## config.mk

```make
export PLATFORM = sky130hd
export DESIGN_NAME = div_share_arbiter
export DESIGN_NICKNAME = d
export VERILOG_FILES = /design/src/rtl/div_share_arbiter.sv
export SDC_FILE = /design/constraint.sdc
export NUM_CORES = 1
export LEC_CHECK = 0
export ABC_AREA = 0
export BUFFER_PORTS_ARGS = -buffer_cell sky130_fd_sc_hd__buf_2
export CAP_MARGIN = 25
export CORE_UTILIZATION = 35
export DETAILED_ROUTE_END_ITERATION = 10
export PLACE_DENSITY_LB_ADDON = 0.12
export SYNTH_ARGS = -nofsm -noshare
export SYNTH_HDL_FRONTEND = slang
export SYNTH_SLANG_ARGS = --single-unit
```

## constraint.sdc

```tcl
create_clock -name clock -period 9.95 [get_ports clock]
set_input_delay 0.995 -clock clock [delete_from_list [all_inputs] [get_ports clock]]
set_output_delay 0.995 -clock clock [all_outputs]
set_load 0.01 [all_outputs]
```

## src/rtl/div_share_arbiter.sv

```systemverilog
// Shares one radix-2 restoring unsigned divider among NREQ requesters with tagged responses.
// Define DIV_ARB_FIXED_PRIO_EN for lowest-index-wins arbitration instead of round-robin.
module div_share_arbiter #(
  parameter int unsigned WIDTH = 16,
  parameter int unsigned NREQ  = 4,
  parameter int unsigned IDX_W = 2
) (
  input  logic                  clock,
  input  logic                  reset_n,
  input  logic [NREQ-1:0]       req_valid,
  output logic [NREQ-1:0]       req_ready,
  input  logic [NREQ*WIDTH-1:0] req_num,
  input  logic [NREQ*WIDTH-1:0] req_den,
  output logic                  resp_valid,
  input  logic                  resp_ready,
  output logic [IDX_W-1:0]      resp_id,
  output logic [WIDTH-1:0]      resp_quot,
  output logic [WIDTH-1:0]      resp_rem,
  output logic                  resp_divzero,
  output logic                  busy
);

  localparam int unsigned CntW = (WIDTH > 2) ? $clog2(WIDTH) : 1;

  typedef enum logic [1:0] {StIdle, StCalc, StDone} state_e;

  state_e           state_q;
  logic [WIDTH-1:0] num_q;
  logic [WIDTH-1:0] den_q;
  logic [WIDTH-1:0] rem_q;
  logic [CntW-1:0]  cnt_q;
  logic [IDX_W-1:0] id_q;
  logic             divzero_q;
  logic             resp_valid_q;
  logic             busy_q;
`ifndef DIV_ARB_FIXED_PRIO_EN
  logic [IDX_W-1:0] rr_q;
`endif

  logic             gnt_found;
  logic [IDX_W-1:0] gnt_idx;
  logic [WIDTH-1:0] gnt_num;
  logic [WIDTH-1:0] gnt_den;
  int unsigned      idx;

  // First valid requester at or after the search start, wrapping modulo NREQ.
  always_comb begin
    req_ready = '0;
    gnt_found = 1'b0;
    gnt_idx   = '0;
    gnt_num   = '0;
    gnt_den   = '0;
    idx       = 0;
    if (reset_n && state_q == StIdle) begin
      for (int unsigned k = 0; k < NREQ; k++) begin
`ifdef DIV_ARB_FIXED_PRIO_EN
        idx = k;
`else
        idx = (int'(rr_q) + k) % NREQ;
`endif
        if (!gnt_found && req_valid[idx]) begin
          gnt_found      = 1'b1;
          gnt_idx        = IDX_W'(idx);
          gnt_num        = req_num[idx*WIDTH +: WIDTH];
          gnt_den        = req_den[idx*WIDTH +: WIDTH];
          req_ready[idx] = 1'b1;
        end
      end
    end
  end

  // Partial remainder is one bit wider than the operands before the trial subtract.
  logic [WIDTH:0] rem_shift;
  logic           rem_ge;
  assign rem_shift = {rem_q, num_q[WIDTH-1]};
  assign rem_ge    = rem_shift >= {1'b0, den_q};

  always_ff @(posedge clock) begin
    if (!reset_n) begin
      state_q      <= StIdle;
      num_q        <= '0;
      den_q        <= '0;
      rem_q        <= '0;
      cnt_q        <= '0;
      id_q         <= '0;
      divzero_q    <= 1'b0;
      resp_valid_q <= 1'b0;
      busy_q       <= 1'b0;
`ifndef DIV_ARB_FIXED_PRIO_EN
      rr_q         <= '0;
`endif
    end else begin
      case (state_q)
        StIdle: begin
          if (gnt_found) begin
            id_q   <= gnt_idx;
            den_q  <= gnt_den;
            busy_q <= 1'b1;
`ifndef DIV_ARB_FIXED_PRIO_EN
            rr_q   <= (int'(gnt_idx) == NREQ - 1) ? '0 : gnt_idx + IDX_W'(1);
`endif
            if (gnt_den != '0) begin
              num_q   <= gnt_num;
              rem_q   <= '0;
              cnt_q   <= '0;
              state_q <= StCalc;
            end else begin
              num_q        <= '1;
              rem_q        <= gnt_num;
              divzero_q    <= 1'b1;
              resp_valid_q <= 1'b1;
              state_q      <= StDone;
            end
          end
        end
        StCalc: begin
          // Quotient bits shift in behind the consumed numerator bits.
          num_q <= {num_q[WIDTH-2:0], rem_ge};
          rem_q <= rem_ge ? WIDTH'(rem_shift - {1'b0, den_q}) : rem_shift[WIDTH-1:0];
          cnt_q <= cnt_q + CntW'(1);
          if (cnt_q == CntW'(WIDTH - 1)) begin
            resp_valid_q <= 1'b1;
            state_q      <= StDone;
          end
        end
        StDone: begin
          if (resp_ready) begin
            resp_valid_q <= 1'b0;
            divzero_q    <= 1'b0;
            busy_q       <= 1'b0;
            state_q      <= StIdle;
          end
        end
        default: state_q <= StIdle;
      endcase
    end
  end

  assign resp_valid   = resp_valid_q;
  assign resp_id      = id_q;
  assign resp_quot    = num_q;
  assign resp_rem     = rem_q;
  assign resp_divzero = divzero_q;
  assign busy         = busy_q;

endmodule

```

# ---- Word level (Yosys, flattened, before mapping)
# Index checks and enable logic that the tools add are counted.
dict set report word_totals {
  register_bits 61
  input_bits 135
  out_inout_bits 41
  elab_cells 139
}
dict set report classes {
  addsub 6
  n_lt_le_gt_ge 9
  n_eq_ne 9
  shift 8
  muxes 71
  n_bitwise 3
  n_reduce_logical 23
}
# op count
set ops {}
lappend ops {{$shiftx 64x7->16} 8}
lappend ops {{$mux 16} 15}
lappend ops {{$pmux 16 s2} 2}
lappend ops {{$mux 4} 10}
lappend ops {{$mux 1} 21}
lappend ops {{$mux 2} 10}
lappend ops {{$ge 17x16->1} 1}
lappend ops {{$reduce_bool 16->1} 1}
lappend ops {{$sub 16x16->16} 1}
lappend ops {{$lt 2x3->1 const B} 4}
lappend ops {{$or 4x4->4} 3}
lappend ops {{$reduce_and 3->1} 3}
lappend ops {{$bmux 1 s2} 4}
lappend ops {{$demux 1 s2} 4}
lappend ops {{$ge 2x1->1 const B} 4}
lappend ops {{$logic_and 1x1->1} 8}
lappend ops {{$ne 2x2->1 const B} 4}
lappend ops {{$pmux 4 s2} 1}
lappend ops {{$pmux 2 s3} 1}
lappend ops {{$reduce_and 5->1} 1}
lappend ops {{$add 2x1->2 const B} 2}
lappend ops {{$add 2x2->2 const B} 2}
lappend ops {{$add 4x1->4 const B} 1}
lappend ops {{$eq 2x2->1 const B} 2}
lappend ops {{other kinds (11)} 16}

# ---- Longest topological paths before layout
# Gate-level depths: netlist of run 1.
dict set report depth {
  ltp_word 20
  ltp_mapped 15
  depth_no_buf 11
}

# ---- Worst setup path before layout of run 1
# Ideal clock, no wire load.
dict set report synth_path {
  kind {register to output}
  start {reg rr_q[0]}
  end {out req_ready[0]}
  t_arrival_ns 3.146
  slack_ns 5.809
  path_stages_with_launch 12
  cell_sequence {dfxtp_1 buf_6 inv_1 ha_1 buf_6 mux4_2 nor4b_2 buf_2 clkbuf_1 buf_1 nand2_1 a21oi_1}
}
dict set report synth_between {
  elab_chain_cells 16
}
# element line
set synth_lines {}
lappend synth_lines {{start, declared} 37} ;# logic [IDX_W-1:0] rr_q;
lappend synth_lines {{start signal, assigned} 100} ;# rr_q <= (int'(gnt_idx) == NREQ - 1) ? '0 : gnt_idx + IDX_W'(1);
lappend synth_lines {{branches (longest 14 deep; another with $lt 2x3->1)} -}
lappend synth_lines {{$mux 4 *} 61} ;# if (!gnt_found && req_valid[idx]) begin
lappend synth_lines {{$mux 4 *} 54} ;# if (reset_n && state_q == StIdle) begin
lappend synth_lines {{end, declared} 11} ;# output logic [NREQ-1:0] req_ready,
# Mark *: on every way between the ends. The select of a mux whose other input is x is not followed.

# ---- Worst setup path after layout of run 1
# Same ends and word-level chain as after synthesis.

==> results of run 1 <==
-- worst max-delay path by stage --
stage                               startpoint  slack (ns)                    endpoint
after detailed placement  rr_q[0]$_SDFFE_PN0P_        5.01  resp_quot[14]$_SDFFE_PN0P_
after global placement    rr_q[0]$_SDFFE_PN0P_        5.13  resp_quot[14]$_SDFFE_PN0P_
after global routing      rr_q[0]$_SDFFE_PN0P_        4.63                req_ready[2]
final                     rr_q[0]$_SDFFE_PN0P_        4.95                req_ready[0]
after CTS                 rr_q[0]$_SDFFE_PN0P_        4.87                req_ready[0]
after floorplan           rr_q[0]$_SDFFE_PN0P_        5.81                req_ready[0]
-- cell usage in the layout (no fill, tap or decap), types with 6 or more instances in the layout --
| master | instances |
|---|---|
| buf_2 | 175 |
| nand2_1 | 112 |
| a21oi_1 | 102 |
| mux4_2 | 95 |
| o21ai_0 | 82 |
| dfxtp_1 | 59 |
| nor2_1 | 54 |
| inv_1 | 30 |
| mux2_2 | 23 |
| ha_1 | 20 |
| mux2i_1 | 18 |
| nand3_1 | 17 |
| a31oi_1 | 16 |
| nand2b_1 | 15 |
| a22oi_1 | 15 |
| buf_4 | 14 |
| a211oi_1 | 13 |
| nand3b_1 | 12 |
| nor2b_1 | 10 |
| clkbuf_16 | 9 |
| a21o_1 | 8 |
| o211ai_1 | 8 |
| nor3_1 | 7 |
| and3_1 | 7 |
| xnor2_1 | 7 |
| a221oi_1 | 6 |
| a2bb2oi_1 | 6 |
| o22ai_1 | 6 |
| a222oi_1 | 6 |
-- logic make-up (layout without fill, tap and decap cells) --
kind of cell | count (synthesis) | in the layout | synth area share (%)
adder cells (fa/ha/maj) | 22 | 22 | 3.65
flip-flops | 61 | 61 | 15.7
multiplexers | 137 | 137 | 33.4
AND/OR/NAND/NOR | 259 | 259 | 16.1
XOR/XNOR | 9 | 9 | 1.02
AO/OA/AOI/OAI | 294 | 294 | 23.5
buffers and inverters | 107 | 239 | 6.58
-- registers in the layout (all words and copies together) (netlist names) --
register      cells
busy              1
rr_q              2
state_q           2
resp_id           2
resp_valid        1
den_q            16
resp_quot        16
resp_rem         16
resp_divzero      1
cnt_q             4
-- tightest hold or removal path: cells and delay by family, from the launching register on --
| family | cells | cell delay, ns |
|---|---|---|
| flip-flops | 1 | 0.31 |
| AND/OR/NAND/NOR | 2 | 0.09 |
-- through the flow --
stage               worst slack, ns  utilization, %
finish                         4.95            42.0
global route                   4.63            42.0
CTS                            4.87            41.7
global placement               5.13            40.1
floorplan                      5.81               -
detailed placement             5.01            40.1
-- cell type report --
type                            count  area share [%]
Clock buffer                       12            2.70
Inverter                           32            1.32
Timing Repair Buffer              191            11.3
Tap cell                          280            3.84
Clock inverter                      4            1.04
Sequential cell                    61            13.5
Multi-Input combinational cell    721            66.3
-- power by group through the flow --
stage / Sequential [mW] / Combinational [mW] / Clock [mW]
after floorplan: 0.433 / 1.89 / 0
after global placement: 0.444 / 2.42 / 0
after detailed placement: 0.443 / 2.42 / 0
after CTS: 0.438 / 2.43 / 0.370
after global routing: 0.451 / 2.67 / 0.382
final: 0.438 / 2.44 / 0.365
-- synthesized netlist by cell type (2+ instances only) --
library cell,n
a2bb2oi_1,6
nor4b_2,2
a31oi_1,16
nand2b_1,15
buf_4,5
xnor2_1,7
o221ai_1,3
and2_1,2
nor2_1,54
nor3b_1,3
a211oi_1,13
nor4_1,2
a21o_1,8
a22oi_1,15
o211ai_1,8
clkbuf_1,37
xor2_1,2
a21oi_1,102
o22ai_1,6
inv_1,30
nand3_1,17
nand2_1,112
a222oi_1,6
o21ai_0,82
nor3_1,7
buf_6,9
and3_1,7
mux4_2,95
nor2b_1,10
a221o_1,5
ha_1,21
a221oi_1,6
nand3b_1,12
mux2_2,23
nand4_1,3
dfxtp_1,61
o31ai_1,2
mux2i_1,18
buf_2,18
buf_1,6
or3_1,5
-- metal layers --
layer	GRT usage, %	part of all wire [%]	vias to the layer above
met4	4.15	1.3	0
met5	0	0	-
met1	32.3	46	3780
met3	2.74	5.8	23
met2	35.8	47	272
li1	-	-	3686
==> run metrics, run 1 <==
WL final=approximately 25,000 um; ranking of synthesized cells by area=mux4_2 (28%), dfxtp_1 (16%), a21oi_1 (6.6%); post-synth top area cell=mux4_2; endpoints failing hold=0; First-pass DRT Iterations=5; # nets final=approximately 1,200; layout cell share with drive strength beyond 1=33.7%; Final min period=5.00 ns; Hold Path Sink=den_q[12]$_SDFFE_PN0P_; CP max FO=between 40 and 50; num ports=~180; syn avg cell area=just under 9 um2; post-cts sizing count=0; total setup buffers inserted after CTS=0; CP bufs+invs=3; largest stage delay on the critical path=0.75 ns; CP endpoint kind=output pin; drt drc=0; Detail Placement HPWL=between 15,000 and 20,000 um; post-route cell area=9130 um2; fin crit share=50.2%; status=complete, no violations; CTS clock-pin slew for the worst setup and hold paths=about 0.050 ns; CTS HTree Levels=3; clk buf depth=2; Root Driver=clkbuf_16; total power=approximately 3.2 mW; Sequential Area=1230 um2; Cell Count, Final, Fillers Out=1,301; Worst Max-Slew Pin Slew=1.00 ns; ANT nets after route=0; Synth warnings=0; Die X=151 um; first-pass GRT wire length=about 40,000 um; slew margin rel.=33.3%; Placed Cells=around 1,300; R2R depth=12; CP startpoint kind=flop; prevailing post-synth register cell=dfxtp_1; worst r2r src=rr_q[0]$_SDFFE_PN0P_; Worst path top cell family by delay=simple AND/OR/NAND/NOR gates; max cap viols=0; vias=just under 8,000; IO buf count=about 180; Synth Instances=889; Max Freq=200 MHz; hold buffers post-CTS=0; Seq pwr share=a little over an eighth; critical path type=reg2out; ys async rst share=0%; Worst R2R End=resp_quot[11]$_SDFFE_PN0P_; Clk pwr share=11.3%; cts bufs inserted=9; Area Growth Syn to Fin=17.7%; sw frac=about 48%; P_sw=1.56 mW; Synth Cell Area=between 7000 and 8000 um2; Required @ worst endpoint=8.96 ns; crit path DAT=4.00 ns; sequential share of the synthesized area=approximately 16%; flops & latches, synth=61; Hold Worst Slack=0.443 ns; die area=22,800 um2; PD cells=355 nW/um2; hold_sp=den_q[12]$_SDFFE_PN0P_; Worst path depth=9; max-slew violations=0; initial antenna violation count=0; Hold WC Path Type=reg2reg; hold depth=2; gr ovfl total=0; vias per cell=roughly 6; unrepaired setup endpoints after global routing=false; placer congestion estimate=0.817; Leak=3.56 nW; Placed Instance Area=between 8000 and 9000 um2; Max VDD drop=roughly 0.35 mV; largest net degree at the start of global routing=96; Max stage delay cell, worst path=nor2b_1; Distinct cells, synth=69; multi-input logic area=6050 um2; post-synth top area share=27.6%; initial core utilization=35.7%; DR WL/cell=19.6 um; DR iter-0 viols=545; CTS tree=built; height of the die=151 um; row count=54; R2R Setup Slk=approximately 5.1 ns; Inserted Diodes=0; number of global-route vias before repair=approximately 7,200; Int Pwr=1.68 mW; core box area=21,800 um2; fill count=2,248; number of synthesized flops with an enable pin=0; Sink Count=just over 60; final setup TNS=0 ns; crit-path cells=inv_1 -> ha_4 -> mux4_2 -> buf_4 -> nor2b_1 -> a221o_1 -> o21ai_0 -> a21oi_1 -> buf_2; skew final=0.00712 ns; final setup fails=0; combinational share of power=between 70% and 80%; latest clock arrival within the worst-skew pair=0.33 ns; Post-Syn Nets=1,046; Global Route Usage Sum=between 20 and 25%
Power figures use the tool's default switching activity.
==> run 2, diff against run 1 <==
--- a/config.mk
+++ b/config.mk
@@ -5,7 +5,7 @@
 export SDC_FILE = /design/constraint.sdc
 export NUM_CORES = 1
 export LEC_CHECK = 0
-export ABC_AREA = 0
+export ABC_AREA = 1
 export BUFFER_PORTS_ARGS = -buffer_cell sky130_fd_sc_hd__buf_2
 export CAP_MARGIN = 25
 export CORE_UTILIZATION = 35
==> constraint.sdc (replaced) <==
create_clock -name clock -period 4.1 [get_ports clock]
set_input_delay 0.41 -clock clock [delete_from_list [all_inputs] [get_ports clock]]
set_output_delay 0.41 -clock clock [all_outputs]
set_load 0.01 [all_outputs]
==> run metrics, run 2 <==
status=complete, no violations (unchanged); final setup TNS=0 ns (unchanged); Final min period=3.73 ns; number of global-route vias before repair=9,488 (was 7,178); CTS HTree Levels=3 (unchanged); ys async rst share=0% (unchanged); hold_sp=resp_ready (was den_q[12]$_SDFFE_PN0P_); Synth Instances=1,536 (was 889); Placed Cells=1,947 (was 1,283); crit path DAT=3.32 ns (was 4.00 ns); First-pass DRT Iterations=5 (unchanged); vias=9,975 (was 7,761); die area=24,300 um2 (was 22,800 um2); Required @ worst endpoint=3.69 ns (was 8.96 ns); most frequent cell after synthesis=nand2_1 (unchanged); sw frac=58.9% (was 48.0%); Max Freq=268 MHz; initial core utilization=36.1% (was 35.7%); hold buffers post-CTS=0 (unchanged); latest clock arrival within the worst-skew pair=0.34 ns (was 0.33 ns); Leak=5.21 nW (was 3.56 nW); vias per cell=5.08 (was 5.97); total setup buffers inserted after CTS=0 (unchanged); Area Growth Syn to Fin=15.5% (was 17.7%); initial antenna violation count=0 (unchanged); Sink Count=61 (unchanged); ranking of synthesized cells by area=nand2_1 (23%), dfxtp_1 (15%), o21ai_0 (11%) (was mux4_2 (28%), dfxtp_1 (16%), a21oi_1 (6.6%)); commonest non-fill, non-tap cell in the layout=nand2_1 (was buf_2); Detail Placement HPWL=22,500 um (was 19,100 um); CTS tree=built (unchanged); Hold WC Path Type=in2reg (was reg2reg); gr ovfl total=0 (unchanged); Post-Syn Nets=1,693 (was 1,046); flops & latches, synth=61 (unchanged); CP startpoint kind=flop (unchanged); CTS clock-pin slew for the worst setup and hold paths=0.06 ns (was 0.05 ns); Max stage delay cell, worst path=buf_4 (was nor2b_1); crit-path cells=buf_4 -> nand2_1 -> nand3_1 -> nand2_2 -> inv_2 -> nand2_2 -> inv_1 -> a21oi_1 -> o21ai_0 -> nand2_1 -> inv_1 -> buf_2 (was inv_1 -> ha_4 -> mux4_2 -> buf_4 -> nor2b_1 -> a221o_1 -> o21ai_0 -> a21oi_1 -> buf_2); Root Driver=clkbuf_16 (unchanged); Clk pwr share=8.9% (was 11.3%); syn avg cell area=5.41 um2 (was 8.72 um2); endpoints failing hold=0 (unchanged); max-slew violations=0 (unchanged); final setup fails=0 (unchanged); largest net degree at the start of global routing=95 (was 96); Seq pwr share=11.5% (was 13.5%); layout cell share with drive strength beyond 1=16.1% (was 33.7%); row count=55 (was 54); post-cts sizing count=0 (unchanged); CP endpoint kind=output pin (unchanged); ANT nets after route=0 (unchanged); DR WL/cell=14.8 um (was 19.6 um); critical path type=reg2out (unchanged); Post-synth top cells=nand2_1 (510), o21ai_0 (185), inv_1 (158) (was nand2_1 (112), a21oi_1 (102), mux4_2 (95)); core box area=23,000 um2 (was 21,800 um2); DR iter-0 viols=588 (was 545); Worst Max-Slew Pin Slew=0.878 ns (was 1.00 ns); number of synthesized flops with an enable pin=0 (unchanged); num ports=176 (unchanged); Max VDD drop=0.398 mV (was 0.352 mV); Inserted Diodes=0 (unchanged); Die X=156 um (was 151 um); combinational share of power=79.6% (was 75.2%); sequential share of the synthesized area=14.7% (was 15.7%); most frequent cells in the layout=nand2_1 (510), o21ai_0 (185), buf_2 (175) (was buf_2 (175), nand2_1 (112), a21oi_1 (102)); PD cells=979 nW/um2 (was 355 nW/um2); clk buf depth=2 (unchanged); placer congestion estimate=0.869 (was 0.817); Int Pwr=3.86 mW (was 1.68 mW); first-pass GRT wire length=47,700 um (was 39,600 um); post-synth top area cell=nand2_1 (was mux4_2); Distinct cells, synth=45 (was 69); max cap viols=0 (unchanged); post-synth top area share=23.1% (was 27.6%); P_sw=5.53 mW (was 1.56 mW); prevailing post-synth register cell=dfxtp_1 (unchanged); fill count=2,624 (was 2,248); crit path from=rr_q[0]$_SDFFE_PN0P_ (unchanged); Cell Count, Final, Fillers Out=1,963 (was 1,301); Synth warnings=0 (unchanged); cts bufs inserted=9 (unchanged); WL final=29,000 um (was 25,500 um); Global Route Usage Sum=24.5% (was 22.4%); skew final=0.00774 ns (was 0.00712 ns); height of the die=156 um (was 151 um); IO buf count=175 (unchanged); Synth Cell Area=8300 um2 (was 7760 um2); unrepaired setup endpoints after global routing=false (unchanged); drt drc=0 (unchanged); CP max FO=94 (was 48); fin crit share=90.9%; # nets final=1,802 (was 1,173); worst r2r src=rr_q[0]$_SDFFE_PN0P_ (unchanged); slew margin rel.=41.1% (was 33.3%); largest stage delay on the critical path=0.58 ns (was 0.75 ns)
run 2: changes by cell type in the layout (fill, tap and decap cells not counted), moves of 55 or more:
cell	previous run	this run
nand2_1	112	510
mux4_2	95	0
nor2_1	54	109
inv_1	30	157
o21ai_0	82	185
nand3_1	17	144
run 2: critical path, delay by kind of cell (launching register included):
family	cells	cell delay, ns
AOI/OAI and AO/OA	2	0.22
and+or+nand+nor	5	0.78
buffers and inverters	5	1.59
DFF	1	0.39
run 2: stage by stage:
stage	setup WS (ns)	power [mW]	hold WS [ns]	utilization, %	instance area [um2]
finish	0.372	9.39	0.435	41.7	9590
global route	0.0105	10.5	0.449	41.7	9590
CTS	0.366	9.39	0.416	41.7	9590
detailed placement	0.575	8.51	0.460	40.3	9260
global placement	0.690	8.49	0.452	40.3	9260
floorplan	0.631	6.74	0.450	-	8300
run 2: layer usage:
layer	wire length (um)	GRT usage (%)	up-vias
met5	0	0	-
met4	1210	11.3	0
met3	1230	2.94	72
met2	13300	41.8	270
met1	13200	30.5	4395
li1	-	-	5238
run 2: kinds of logic (layout without fill, tap and decap cells):
family          Yosys count  count (layout)  synth area share (%)
simple gates            828             828                  42.3
buf+inv                 268             382                  13.7
fa+ha+maj                22              22                  3.41
xor+xnor                 10              10                  1.05
mux                      25              25                  3.01
flops                    61              61                  14.7
compound gates          322             322                  21.8
run 2: power by group through the flow:
stage	logic, mW	clock network [mW]	registers, mW
floorplan	5.67	0	1.07
global placement	7.40	0	1.09
detailed placement	7.43	0	1.09
CTS	7.46	0.851	1.08
global route	8.55	0.869	1.11
finish	7.48	0.836	1.08
run 2: layout make-up:
cell class              count  area [um2]  share of cell area [%]
clock inverters             6        75.1                   0.783
clock buffers              10         250                    2.61
inverters                 164         616                    6.42
multi-input cells        1207        5950                    62.1
well taps                 313         392                    4.08
flip-flops and latches     61        1230                    12.8
repair buffers            202        1080                    11.2
run 2: final timing paths:
| kind | end | depth (start not counted) | slack [ns] |
|---|---|---|---|
| max reg2reg | resp_quot[14]$_SDFFE_PN0P_ | 15 | 0.57 |
| min | state_q[1]$_SDFFE_PN0P_ | 4 | 0.44 |
| min reg2reg | resp_id[1]$_SDFFE_PN0P_ | 2 | 0.47 |
| max | req_ready[0] | 12 | 0.37 |
